[src/rtl/period_meter.sv]
// Measures the spacing of rising edges on an asynchronous input in clk_in cycles,
// with a valid/ready result handshake, a timeout pulse and a sticky overrun flag.
module period_meter #(
  parameter int unsigned WIDTH          = 32,
  parameter logic [31:0] TIMEOUT_CYCLES = 32'd100_000_000
) (
  input  logic             clk_in,
  input  logic             rst_in,
  input  logic             enable_in,
  input  logic             sig_in,
  input  logic             ready_in,
  output logic [WIDTH-1:0] period_out,
  output logic             valid_out,
  output logic             timeout_out,
  output logic             overrun_out
);

  typedef enum logic {
    IDLE,
    MEASURING
  } state_t;

  // TIMEOUT_CYCLES must fit in WIDTH bits so the counter can reach it without wrapping.
  localparam logic [WIDTH-1:0] TIMEOUT_W = WIDTH'(TIMEOUT_CYCLES);
  localparam logic [WIDTH-1:0] ONE_W     = WIDTH'(1);

  state_t           state_q, state_d;
  logic [WIDTH-1:0] cnt_q, cnt_d;
  logic [WIDTH-1:0] period_q, period_d;
  logic             valid_q, valid_d;
  logic             timeout_q, timeout_d;
  logic             overrun_q, overrun_d;

  logic s1_q, s2_q, s3_q;
  logic sig_rise;

  // NOTE: s1/s2 form the metastability synchronizer; s3 only delays s2 for edge detection.
  always_ff @(posedge clk_in) begin
    if (rst_in) begin
      s1_q <= 1'b0;
      s2_q <= 1'b0;
      s3_q <= 1'b0;
    end else begin
      // NOTE: non-blocking assignments keep every flop sampling the pre-edge value,
      // so the three stages shift by exactly one cycle each.
      s1_q <= sig_in;
      s2_q <= s1_q;
      s3_q <= s2_q;
    end
  end

  assign sig_rise = s2_q & ~s3_q;

  always_ff @(posedge clk_in) begin
    if (rst_in) begin
      state_q <= IDLE;
    end else begin
      state_q <= state_d;
    end
  end

  always_comb begin
    // NOTE: every output of this block gets a default first, so no path can
    // leave a value unassigned and infer a latch.
    state_d   = state_q;
    cnt_d     = cnt_q;
    period_d  = period_q;
    valid_d   = valid_q;
    timeout_d = 1'b0;
    overrun_d = overrun_q;

    // A consumed result drops unless a new one lands in the same cycle below.
    if (valid_q && ready_in) begin
      valid_d = 1'b0;
    end

    if (!enable_in) begin
      state_d = IDLE;
      cnt_d   = '0;
    end else begin
      unique case (state_q)
        IDLE: begin
          if (sig_rise) begin
            cnt_d   = ONE_W;
            state_d = MEASURING;
          end
        end
        MEASURING: begin
          if (sig_rise) begin
            period_d = cnt_q;
            valid_d  = 1'b1;
            cnt_d    = ONE_W;
            if (valid_q && !ready_in) begin
              overrun_d = 1'b1;
            end
          end else if (cnt_q == TIMEOUT_W) begin
            cnt_d     = '0;
            timeout_d = 1'b1;
            state_d   = IDLE;
          end else begin
            cnt_d = cnt_q + ONE_W;
          end
        end
        default: begin
          state_d = IDLE;
          cnt_d   = '0;
        end
      endcase
    end
  end

  always_ff @(posedge clk_in) begin
    if (rst_in) begin
      cnt_q     <= '0;
      period_q  <= '0;
      valid_q   <= 1'b0;
      timeout_q <= 1'b0;
      overrun_q <= 1'b0;
    end else begin
      cnt_q     <= cnt_d;
      period_q  <= period_d;
      valid_q   <= valid_d;
      timeout_q <= timeout_d;
      overrun_q <= overrun_d;
    end
  end

  assign period_out  = period_q;
  assign valid_out   = valid_q;
  assign timeout_out = timeout_q;
  assign overrun_out = overrun_q;

endmodule

[config.mk]
export PLATFORM = sky130hd
export DESIGN_NAME = period_meter
export DESIGN_NICKNAME = d
export VERILOG_FILES = /design/src/rtl/period_meter.sv
export SDC_FILE = /design/constraint.sdc
export NUM_CORES = 1
export LEC_CHECK = 0
export ABC_AREA = 1
export CELL_PAD_IN_SITES_DETAIL_PLACEMENT = 0
export CELL_PAD_IN_SITES_GLOBAL_PLACEMENT = 1
export CORE_ASPECT_RATIO = 1.25
export CORE_MARGIN = 5
export CORE_UTILIZATION = 29
export DETAILED_ROUTE_END_ITERATION = 12
export PLACE_DENSITY = 0.66
export SETUP_SLACK_MARGIN = 0.05
export SLEW_MARGIN = 40
export SYNTH_ARGS = -nofsm -noshare
export SYNTH_HDL_FRONTEND = slang
export SYNTH_SLANG_ARGS = --single-unit
export TNS_END_PERCENT = 1
[constraint.sdc]
create_clock -name clk_in -period 1.46 [get_ports clk_in]
set_input_delay 0.146 -clock clk_in [delete_from_list [all_inputs] [get_ports clk_in]]
set_output_delay 0.146 -clock clk_in [all_outputs]
set_load 0.01 [all_outputs]
; After elaboration in Yosys (flattened, before gate mapping)
; Index checks and enable logic that the tools add are counted.
[op_classes]
n_addsub = 1
n_eq_ne = 2
bitwise_logic = 4
n_reduce_logical = 7
muxes = 13
[op_table]
columns = cell, n
row1 = $mux W32, 3
row2 = $pmux W32 S2, 1
row3 = $add A32 B1 Y32 const B, 1
row4 = $eq A32 B27 Y1 const B, 1
row5 = $mux W1, 8
row6 = $reduce_and A4 Y1, 1
row7 = $reduce_or A4 Y1, 1
row8 = $not A1 Y1, 3
row9 = $reduce_and A3 Y1, 1
row10 = $logic_and A1 B1 Y1, 2
row11 = $ne A2 B2 Y1 const B, 1
row12 = $pmux W1 S2, 1
row13 = $reduce_or A2 Y1, 1
row14 = $and A1 B1 Y1, 1
row15 = $logic_not A1 Y1, 1
[totals]
out_inout_bits = 35
elab_cells = 36
inputBits = 5
register_bits = 71

; Depth between registers and ports, before layout
; Gate-level depths: netlist of run 1.
[logic_depth]
ltp_word = 5
mapped_depth = 10
depth_no_buf = 10

; Worst setup path after synthesis of run 1
; Ideal clock, no wire load.
[synth_path]
kind = reg-to-reg
from = register cnt_q[0]
to = register cnt_q[26]
path_stages_with_launch = 11
slack_ns = -0.014
period_less_slack_ns = 1.474
t_required_ns = 1.338
setup_time_ns = 0.122
path_buffers = 1
arrival_ns = 1.353
cell_sequence = dfxtp_1 > inv_1 > ha_1 > nand3_1 > nor2_1 > nand2_1 > nor2_2 > nor2_4 > buf_6 > o21ai_0 > a21oi_1
[synth_via]
elab_chain_len = 4
elab_cells_between_ends = 5
classes_between = add/sub: 1 / eq/ne: 1 / mux: 3
[synth_lines]
columns = item, line_no
row1 = "start, declared", 28  ; logic [WIDTH-1:0] cnt_q, cnt_d;
row2 = "start signal, assigned", 120  ; cnt_q <= cnt_d;
row3 = $add A32 B1 Y32 / $eq A32 B27 Y1 (equally long branches), "101, 96"
row4 = $mux W32 (*), 96  ; end else if (cnt_q == TIMEOUT_W) begin
row5 = $mux W32 (*), 89  ; if (sig_rise) begin
row6 = $pmux W32 S2 (*), 81  ; unique case (state_q)
; Every way passes the cells marked *; elsewhere a longest branch is shown, timed or not.
; A chain may end at the register's enable or synchronous reset.

; Worst setup path in the final report of run 1
[layout_path]
from = register cnt_q[10]
to = register cnt_q[21]
; The elaborated chain is that of the path after synthesis.

==> reports/results.txt, run 1 <==
synthesized instance count: 505
Max Root-Sink Buffers: 2
Max Slew Vio Count: 0
Ports: 40
cell row count: 45
Worst EP arrival: 1.76 ns
GRT Residual Overflow: 0
Worst-Skew Late Latency: 0.34 ns
Die ar.: 0.0145 mm²
most used cell, CP: nand2_1
Chip Height: 134 µm
Fin Clk Skew: 0.00915 ns
# hold bufs at CTS: 0
Synthesis Warnings: 0
CP max-delay cell: dfxtp_1
clk root buf: clkbuf_16
Inserted Diodes: 0
CTS Buf Count: 9
total number of vias: 3498
Reg clk slew, reported paths: 0.06 ns
Detailed Route Iter0 Violations: 137
#FFs+latches synth: 71
Initial Utilization: 0.294
DRT antenna net count: 0
fin cells: 780
Final WS setup: -0.0295 ns
syn_area_per_cell: 7.01 µm²
Pwr Density: 790 mW/mm²
Sinks on Clock Net: 71
share of layout cells above drive strength 1: 0.339
FFs w/ async S/R, synth: 0
CORE AREA: 0.0120 mm²
count of buffers from port buffering: 39
CP cell instances: nand2_1 -> nor2_1 -> nand2_1 -> nor2_4 -> nand3_1 -> nand2_1 -> nand2_2 -> a21oi_1
Placement Cell Area: 0.00453 mm²
post-synthesis cell type count: 31
mapped cell area: 0.00354 mm²
Final setup viols: 12
status: finished, violations left
post-DP HPWL: 7650 µm
Via density: 4.48
TritonCTS clock tree: yes
Worst VDD drop: 0.488 mV
crit path max fanout: 7
sequential element share of the synthesized area: 0.401
Layout Nets: 618
Main synth FF type: dfxtp_1
worst slew pin tran: 0.321 ns
drt first pass iters: 4
design area: 0.00522 mm²
most frequent cells after synthesis: 127 x nand2_1, 71 x dfxtp_1, 59 x nor2_1
final WL: 10600 µm
Req. time, crit path: 1.73 ns
GPL Wtd Cong: 0.851
minimum clock period: 1.49 ns
max incr delay on CP: 0.38 ns
Placed Cells: 751
count leader, synth: nand2_1
Fin. Hold Viols: 0
area grow syn2layout: 47.5%
gr usage total: 0.152
RSZ-0062 raised after global routing: yes
largest net degree at the start of global routing: 38
Yosys top cell area share: 0.401
Synthesized Nets: 512
Slew Limit Headroom: 0.785
first-pass GRT wire length: 17400 µm
Worst Hold Class: in -> reg
Setup CP Type: reg -> reg
fillers: 1262
Final Cycle Share: 1.02
Die W: 109 µm
initial antenna violation count: 0
Synth area leaders: dfxtp_1 40%, nand2_1 13%, a21oi_1 7.5%, nor2_1 6.3%, o21ai_0 5.4%
leading area contributor after synthesis: dfxtp_1
Post-route DRC: 0
Fmax: 0.671 GHz
P_leak: 2.02 nW
Max Cap Violations: 0
startpoint type of the worst setup path: flop
crit end category: flop
post-DR wirelength/cell: 13.5 µm
violated checks: negative setup slack
vias in the first global route: 3512
H-tree levels: 3
number of synthesized flops with an enable pin: 0
cells by family (layout without fill, tap and decap cells):
logic type / count (synthesis) / in the layout / synth area share
AND/OR/NAND/NOR: 251 / 251 / 0.335
XOR/XNOR: 8 / 8 / 0.0198
AO/OA/AOI/OAI: 102 / 102 / 0.153
buffers and inverters: 71 / 182 / 0.0837
flip-flops: 71 / 71 / 0.401
adder cells (fa/ha/maj): 2 / 2 / 0.00707
worst paths after layout:
path | from | endpoint | cells after the start | slack (ns)
max | cnt_q[10] | cnt_q[21] | 8 | -0.03
min | sig_in | s1_q | 3 | 0.34
max reg2reg | cnt_q[10] | cnt_q[21] | 8 | -0.03
min reg2reg | s1_q | s2_q | 2 | 0.40
power by group:
part	switching [W]	internal, W
sequential	0.00000460	0.00194
clock	0.000891	0.00114
combinational	0.0000913	0.0000588
placed cells by master, fill, tap and decap left out, drive strengths merged:
master	Yosys	layout
clkdlybuf4s50	0	37
a21oi	61	61
dfxtp	71	71
xor2	8	8
clkinv	0	3
o21bai	1	1
nor4	1	1
o21ai	40	40
clkinvlp	0	3
nor2	76	76
nor3	4	4
nand2	134	134
inv	51	51
ha	2	2
nand3	27	27
clkbuf	14	10
and2	1	1
nand4	8	8
dlymetal6s2s	0	2
buf	6	76
what timing repair did:
action                     in CTS  in global routing
pin swaps                      17                 16
gates resized for setup        53                 67
setup buffers                  11                  1
setup endpoints to repair      32                 68
cloned                          3                  0
stage by stage:
step / total power [W] / hold slack [ns] / utilization / TNS, ns / setup slack (ns)
2_1_floorplan: 0.00206 / 0.253 / - / 0 / 0.0644
3_5_place_dp: 0.00212 / 0.400 / 0.376 / -1.33 / -0.151
4_1_cts: 0.00417 / 0.336 / 0.420 / -1.08 / -0.0518
3_3_place_gp: 0.00212 / 0.398 / 0.376 / -0.761 / -0.0868
6_report: 0.00413 / 0.344 / 0.433 / -0.156 / -0.0295
5_1_grt: 0.00427 / 0.340 / 0.433 / -2.48 / -0.112
critical path, delay by kind of cell, from the launching register on:
family / cells / cell delay, ns
AO/OA/AOI/OAI: 1 / 0.11
AND/OR/NAND/NOR: 7 / 0.92
flip-flops: 1 / 0.38
metal layers:
layer  vias up  GRT usage  wire, µm
met5         -          0         0
met4         0     0.0625       287
met3        16     0.0291       248
met2        47      0.269      5430
met1      1607      0.175      4590
li1       1828          -         -
layout make-up:
type,count,area [µm²],share of cell area
clock inverters,6,37.5,0.00719
multi-input cells,363,2060,0.394
flip-flops and latches,71,1450,0.278
inverters,51,196,0.0376
repair buffers,115,1040,0.199
clock buffers,10,229,0.0439
well taps,164,205,0.0393
state kept, by name (all words and copies together), names as in the netlist:
signal and flops:
cnt_q 32, s1_q 1, period_out 32, overrun_out 1
valid_out 1, s3_q 1, state_q 1, timeout_out 1
s2_q 1
No activity file was read; power rests on OpenSTA's default activity.
==> run 2: changes to the inputs <==
--- a/config.mk
+++ b/config.mk
@@ -6,13 +6,11 @@
 export NUM_CORES = 1
 export LEC_CHECK = 0
 export ABC_AREA = 1
-export CELL_PAD_IN_SITES_DETAIL_PLACEMENT = 0
-export CELL_PAD_IN_SITES_GLOBAL_PLACEMENT = 1
 export CORE_ASPECT_RATIO = 1.25
 export CORE_MARGIN = 5
 export CORE_UTILIZATION = 29
 export DETAILED_ROUTE_END_ITERATION = 12
-export PLACE_DENSITY = 0.66
+export PLACE_DENSITY = 0.51
 export SETUP_SLACK_MARGIN = 0.05
 export SLEW_MARGIN = 40
 export SYNTH_ARGS = -nofsm -noshare
==> run 2 against run 1 <==
- the run still ends with negative setup slack left
- largest cell class unchanged
- worst setup slack lost 0.11 ns
- clock power grew 27%
- power grew 13%
- die area is the same
- maximum frequency shrank 6.9%
- global-route usage shrank 1.3 points
- sequential cell count is the same
- largest power group unchanged
- critical path type unchanged
- final cell count shrank 2.2%
- clock skew grew 0.00091 ns
- register-to-register slack lost 0.11 ns
==> reports/results.txt, run 2 (synthesis gave the netlist of run 1 again) <==
status: finished, violations left
violated checks: negative setup slack
Req. time, crit path: 1.69 ns (-0.04 ns)
Final Cycle Share: 1.10 (+0.0754)
Worst VDD drop: 0.463 mV (-5.1%)
Worst EP arrival: 1.83 ns (+0.07 ns)
most frequent cells in the layout: 119 x nand2_1, 61 x dfxtp_1, 58 x nor2_1, 50 x buf_4, 49 x a21oi_1
Final setup viols: 31 (+19)
Fmax: 0.625 GHz (-6.9%)
Via density: 4.55 (+1.5%)
vias in the first global route: 3289 (-6.3%)
Setup CP Type: reg -> reg
Comb pwr share: 0.032 (-0.004)
Final WS setup: -0.140 ns (-0.110 ns)
Ports: 40 (unchanged)
CORE AREA: 0.0120 mm² (unchanged)
Max Root-Sink Buffers: 2 (unchanged)
R2R cell count: 9 (+1)
worst slew pin tran: 0.317 ns (-0.00429 ns)
Reg clk slew, reported paths: 0.07 ns (about the same)
Seq pwr share: 0.417 (-0.054)
Inserted Diodes: 0 (unchanged)
drt first pass iters: 5 (+1)
Die ar.: 0.0145 mm² (unchanged)
P_leak: 1.95 nW (-3.5%)
sw power: 0.000989 W (+0.18%)
Clock Power Share: 0.551 (+0.059)
fillers: 1249 (-1.0%)
crit end category: flop
Pwr Density: 922 mW/mm² (+17%)
Sinks on Clock Net: 71 (unchanged)
post-DP HPWL: 7190 µm (-6.0%)
Worst-Skew Late Latency: 0.34 ns (about the same)
Placement Cell Area: 0.00448 mm² (-1.1%)
Max Cap Violations: 0 (unchanged)
GPL Wtd Cong: 0.866 (+1.8%)
Fin. Hold Viols: 0 (unchanged)
Power, Total: 0.00466 W (+13%)
post-DR wirelength/cell: 13.1 µm (-2.9%)
Initial Utilization: 0.294 (unchanged)
Internal: 0.00368 W (+17%)
met2 GRT Util: 0.237 (-0.0326)
area grow syn2layout: 42.9%
first-pass GRT wire length: 15900 µm (-8.2%)
GRT Residual Overflow: 0 (unchanged)
Worst Hold Class: in -> reg
Worst Hold Depth: 3 (unchanged)
Max Slew Vio Count: 0 (unchanged)
gr usage total: 0.138 (-0.0133)
met3 Usage GRT: 0.0301 (+0.000969)
Worst Setup SP: cnt_q[13]
Post-route DRC: 0 (unchanged)
share of layout cells above drive strength 1: 0.259 (-0.0805)
final WL: 10000 µm (-5.0%)
most common cell after layout, fill and taps aside: nand2_1
minimum clock period: 1.60 ns (+0.110 ns)
Die W: 109 µm (unchanged)
largest net degree at the start of global routing: 33 (-13%)
Fin Clk Skew: 0.0101 ns (+0.000913 ns)
gr busiest metal: met2
Chip Height: 134 µm (unchanged)
DRT antenna net count: 0 (unchanged)
cell row count: 45 (unchanged)
clk root buf: clkbuf_16
Detailed Route Iter0 Violations: 183 (+34%)
Slew Limit Headroom: 0.787 (+0.00170)
crit path max fanout: 6 (-1)
Min-Delay Startpoint: sig_in
RSZ-0062 raised after global routing: yes
design area: 0.00506 mm² (-3.1%)
TritonCTS clock tree: yes
GR Util met1: 0.163 (-0.0120)
Layout Nets: 601 (-2.8%)
CTS Buf Count: 9 (unchanged)
RR Startpoint: cnt_q[13]
H-tree levels: 3 (unchanged)
total number of vias: 3472 (-0.74%)
startpoint type of the worst setup path: flop
Switching Fraction: 0.212 (-0.0272)
count of buffers from port buffering: 39 (unchanged)
initial antenna violation count: 0 (unchanged)
hold_ws: 0.322 ns (-0.0220 ns)
==> run 2: changes by cell type in the layout (fill, tap and decap cells not counted), moves of 8 or more <==
| cell | previous run | this run |
|---|---|---|
| o21ai_1 | 12 | 2 |
| buf_4 | 64 | 50 |
| dfxtp_1 | 51 | 61 |
| nand3_2 | 13 | 5 |
| o21ai_0 | 24 | 35 |
| dfxtp_2 | 17 | 7 |
| nand3_1 | 13 | 21 |
| nand2_1 | 110 | 119 |
==> run 2: repair_timing <==
item | 4_1_cts | 5_1_grt
hold buffers | 0 | 0
cloned | 0 | 4
gates resized for setup | 15 | 33
setup endpoints to repair | 34 | 64
pin swaps | 1 | 9
setup buffers | 0 | 3
==> run 2: path summary, 6_finish.rpt <==
check	slack, ns	to
setup / recovery	-0.14	cnt_q[22]
hold / removal	0.32	s1_q
setup reg to reg	-0.14	cnt_q[22]
hold reg to reg	0.40	s2_q
==> run 2: through the flow <==
step	std cells	setup slack, ns	util	TNS, ns
global placement	741	-0.0926	0.372	-1.55
floorplan	505	0.0644	-	0
finish	763	-0.140	0.420	-3.61
detailed placement	741	-0.122	0.372	-2.37
global route	763	-0.196	0.420	-5.60
CTS	757	-0.0437	0.404	-0.299
==> run 2: layout make-up <==
type / count / area (µm²) / share of cell area
Multi-Input combinational cell: 363 / 1930 / 0.382
Sequential cell: 71 / 1440 / 0.285
Timing Repair Buffer: 98 / 943 / 0.186
Clock buffer: 9 / 225 / 0.0445
Tap cell: 164 / 205 / 0.0406
Inverter: 51 / 191 / 0.0378
Clock inverter: 7 / 120 / 0.0237
==> run 2: layer usage <==
metal	vias up	share of wire
met4	0	0.023
met2	71	0.51
met1	1593	0.43
li1	1794	-
met3	14	0.038
met5	-	0
==> run 2: worst max-delay path, stage by stage, from the launching register on <==
cell	delay [ns]
dfxtp_4	0.37
nand4_1	0.17
nor2_1	0.17
nand2_1	0.13
nor2_4	0.16
nor2_4	0.06
buf_12	0.14
clkbuf_16	0.16
nand3_1	0.06
a21oi_1	0.07
==> run 2: power groups by stage <==
stage	combinational, W	sequential, W	clock, W
finish	0.000150	0.00194	0.00257
CTS	0.000133	0.00194	0.00263
global route	0.000162	0.00194	0.00269
global placement	0.000132	0.00199	0
floorplan	0.0000677	0.00199	0
detailed placement	0.000133	0.00199	0
==> run 3: changes to the inputs <==
--- a/config.mk
+++ b/config.mk
@@ -7,7 +7,6 @@
 export LEC_CHECK = 0
 export ABC_AREA = 1
 export CORE_ASPECT_RATIO = 1.25
-export CORE_MARGIN = 5
 export CORE_UTILIZATION = 29
 export DETAILED_ROUTE_END_ITERATION = 12
 export PLACE_DENSITY = 0.51
==> run 3 against run 2 <==
- the run still ends with negative setup slack left
- clock skew fell by 0.0032 ns
- non-clock buffer count did not move
- core utilization rose by 0.95 points
- hold slack got worse by 0.0043 ns
- worst setup slack improved by 0.13 ns
- clock power barely moved
- power fell by 0.24%
- die area fell by 13%
- maximum frequency rose by 9.0%
- critical path type unchanged
- highest routed layer unchanged
==> reports/results.txt, run 3 (synthesis gave the netlist of run 1 again) <==
status: finished, violations left
violated checks: negative setup slack
Worst-Skew Late Latency: 0.34 ns (about the same)
vias in the first global route: 3391 (+3.1%)
Setup CP Type: reg -> reg
drt first pass iters: 5 (unchanged)
fillers: 1230 (-1.5%)
crit end category: flop
Fin. Hold Viols: 0 (unchanged)
# hold bufs at CTS: 0 (unchanged)
Inserted Diodes: 0 (unchanged)
largest net degree at the start of global routing: 33 (unchanged)
Post-route DRC: 0 (unchanged)
most common cell after layout, fill and taps aside: nand2_1
Die ar.: 0.0127 mm² (-13%)
initial antenna violation count: 0 (unchanged)
crit path max fanout: 7 (+1)
Max Cap Violations: 0 (unchanged)
Chip Height: 126 µm (-6.0%)
final setup TNS: -0.00789 ns (+3.60 ns)
most frequent cells in the layout: 123 x nand2_1, 55 x nor2_1, 52 x dfxtp_1, 52 x buf_4, 50 x a21oi_1
DRT antenna net count: 0 (unchanged)
TritonCTS clock tree: yes
Ports: 40 (unchanged)
Worst VDD drop: 0.436 mV (-5.8%)
sw power: 0.000950 W (-3.9%)
Pwr Density: 920 mW/mm² (-0.24%)
Clock Power Share: 0.552 (about the same)
Switching Fraction: 0.204 (-0.00783)
gr usage total: 0.166 (+0.0278)
Slew Limit Headroom: 0.768 (-0.0185)
Req. time, crit path: 1.74 ns (+0.05 ns)
first-pass GRT wire length: 16300 µm (+2.1%)
Comb pwr share: 0.030 (-0.002)
total number of vias: 3449 (-0.66%)
Final WS setup: -0.00789 ns (+0.132 ns)
Initial Utilization: 0.301 (+0.00668)
CTS Buf Count: 9 (unchanged)
worst slew pin tran: 0.345 ns (+0.0275 ns)
Worst EP arrival: 1.75 ns (-0.08 ns)
H-tree levels: 3 (unchanged)
Internal: 0.00370 W (+0.75%)
Detailed Route Iter0 Violations: 135 (-26%)
Via density: 4.54 (-0.27%)
cell row count: 44 (-2.2%)
CORE AREA: 0.0118 mm² (-2.2%)
Max Root-Sink Buffers: 2 (unchanged)
RSZ-0062 raised after global routing: yes
final WL: 9660 µm (-3.6%)
minimum clock period: 1.47 ns (-0.132 ns)
clk root buf: clkbuf_16
Fmax: 0.681 GHz (+9.0%)
Die W: 101 µm (-7.4%)
count of buffers from port buffering: 39 (unchanged)
Worst Hold Class: in -> reg
Final setup viols: 1 (-97%)
Final Cycle Share: 1.01 (-0.0902)
Reg clk slew, reported paths: 0.06 ns (about the same)
startpoint type of the worst setup path: flop
area grow syn2layout: 42.9% (unchanged)
GRT Residual Overflow: 0 (unchanged)
post-DP HPWL: 7020 µm (-2.4%)
Layout Nets: 601 (unchanged)
share of layout cells above drive strength 1: 0.282 (+0.0234)
Seq pwr share: 0.418 (about the same)
hold_ws: 0.318 ns (-0.00428 ns)
GPL Wtd Cong: 0.853 (-1.5%)
post-DR wirelength/cell: 12.7 µm (-3.3%)
Fin Clk Skew: 0.00688 ns (-0.00319 ns)
P_leak: 1.95 nW (-0.27%)
Max Slew Vio Count: 0 (unchanged)
Sinks on Clock Net: 71 (unchanged)
-- run 3: cell types whose count changed in the layout (fill, tap and decap cells not counted), sizes merged --
cell / change
clkdlybuf4s50: +1
clkbuf: -1
buf: +2
inv: -1
dlymetal6s2s: -1
-- run 3: power groups by stage --
stage	logic (W)	clock network [W]	registers, W
2_1_floorplan	0.0000677	0	0.00199
3_3_place_gp	0.000135	0	0.00199
3_5_place_dp	0.000135	0	0.00199
4_1_cts	0.000139	0.00262	0.00195
5_1_grt	0.000152	0.00270	0.00194
6_report	0.000141	0.00257	0.00194
-- run 3: layout make-up --
type	count	area, µm²	share of cell area
timing repair buffer	98	906	0.179
clock buffer	10	239	0.0472
tap	161	201	0.0398
multi-input combinational	363	1960	0.388
sequential	71	1450	0.287
clock inverter	6	108	0.0213
inverter	51	191	0.0378
-- run 3: metrics by stage --
step	area [µm²]	total power, W	worst slack, ns	cells	util
6_report	5060	0.00465	-0.00789	760	0.429
5_1_grt	5060	0.00480	-0.0998	760	0.429
3_3_place_gp	4520	0.00213	-0.0391	742	0.383
3_5_place_dp	4520	0.00213	-0.116	742	0.383
2_1_floorplan	3540	0.00206	0.0644	505	-
4_1_cts	5010	0.00470	0.000000222	760	0.425
-- run 3: metal layers --
layer / up-vias / track usage / share of wire
li1: 1796 / - / -
met1: 1581 / 0.190 / 0.42
met2: 52 / 0.290 / 0.52
met3: 20 / 0.0330 / 0.031
met4: 0 / 0.0818 / 0.030
met5: - / 0 / 0
-- run 3: worst max-delay path, stage by stage (launching register included) --
cell	delay (ns)
dfxtp_2	0.35
inv_2	0.06
buf_6	0.13
nor2_8	0.17
nand2_4	0.07
nor2_4	0.24
nand3_2	0.10
nand2_1	0.09
nand3_2	0.07
a21oi_2	0.12
-- run 3: repair_timing --
action | CTS | global route
setup endpoints to repair | 32 | 65
resized for setup | 45 | 22
setup buffers | 2 | 0
pin swaps | 20 | 5
endpoints found under the hold margin | 0 | 0
-- run 3: path summary, 6_finish.rpt --
check / start / end / slack (ns) / cells after the start
worst min-delay path: sig_in / s1_q / 0.32 / 3
worst min register to register: s1_q / s2_q / 0.40 / 2
worst max-delay path: cnt_q[0] / cnt_q[29] / -0.008 / 9
worst max register to register: cnt_q[0] / cnt_q[29] / -0.008 / 9
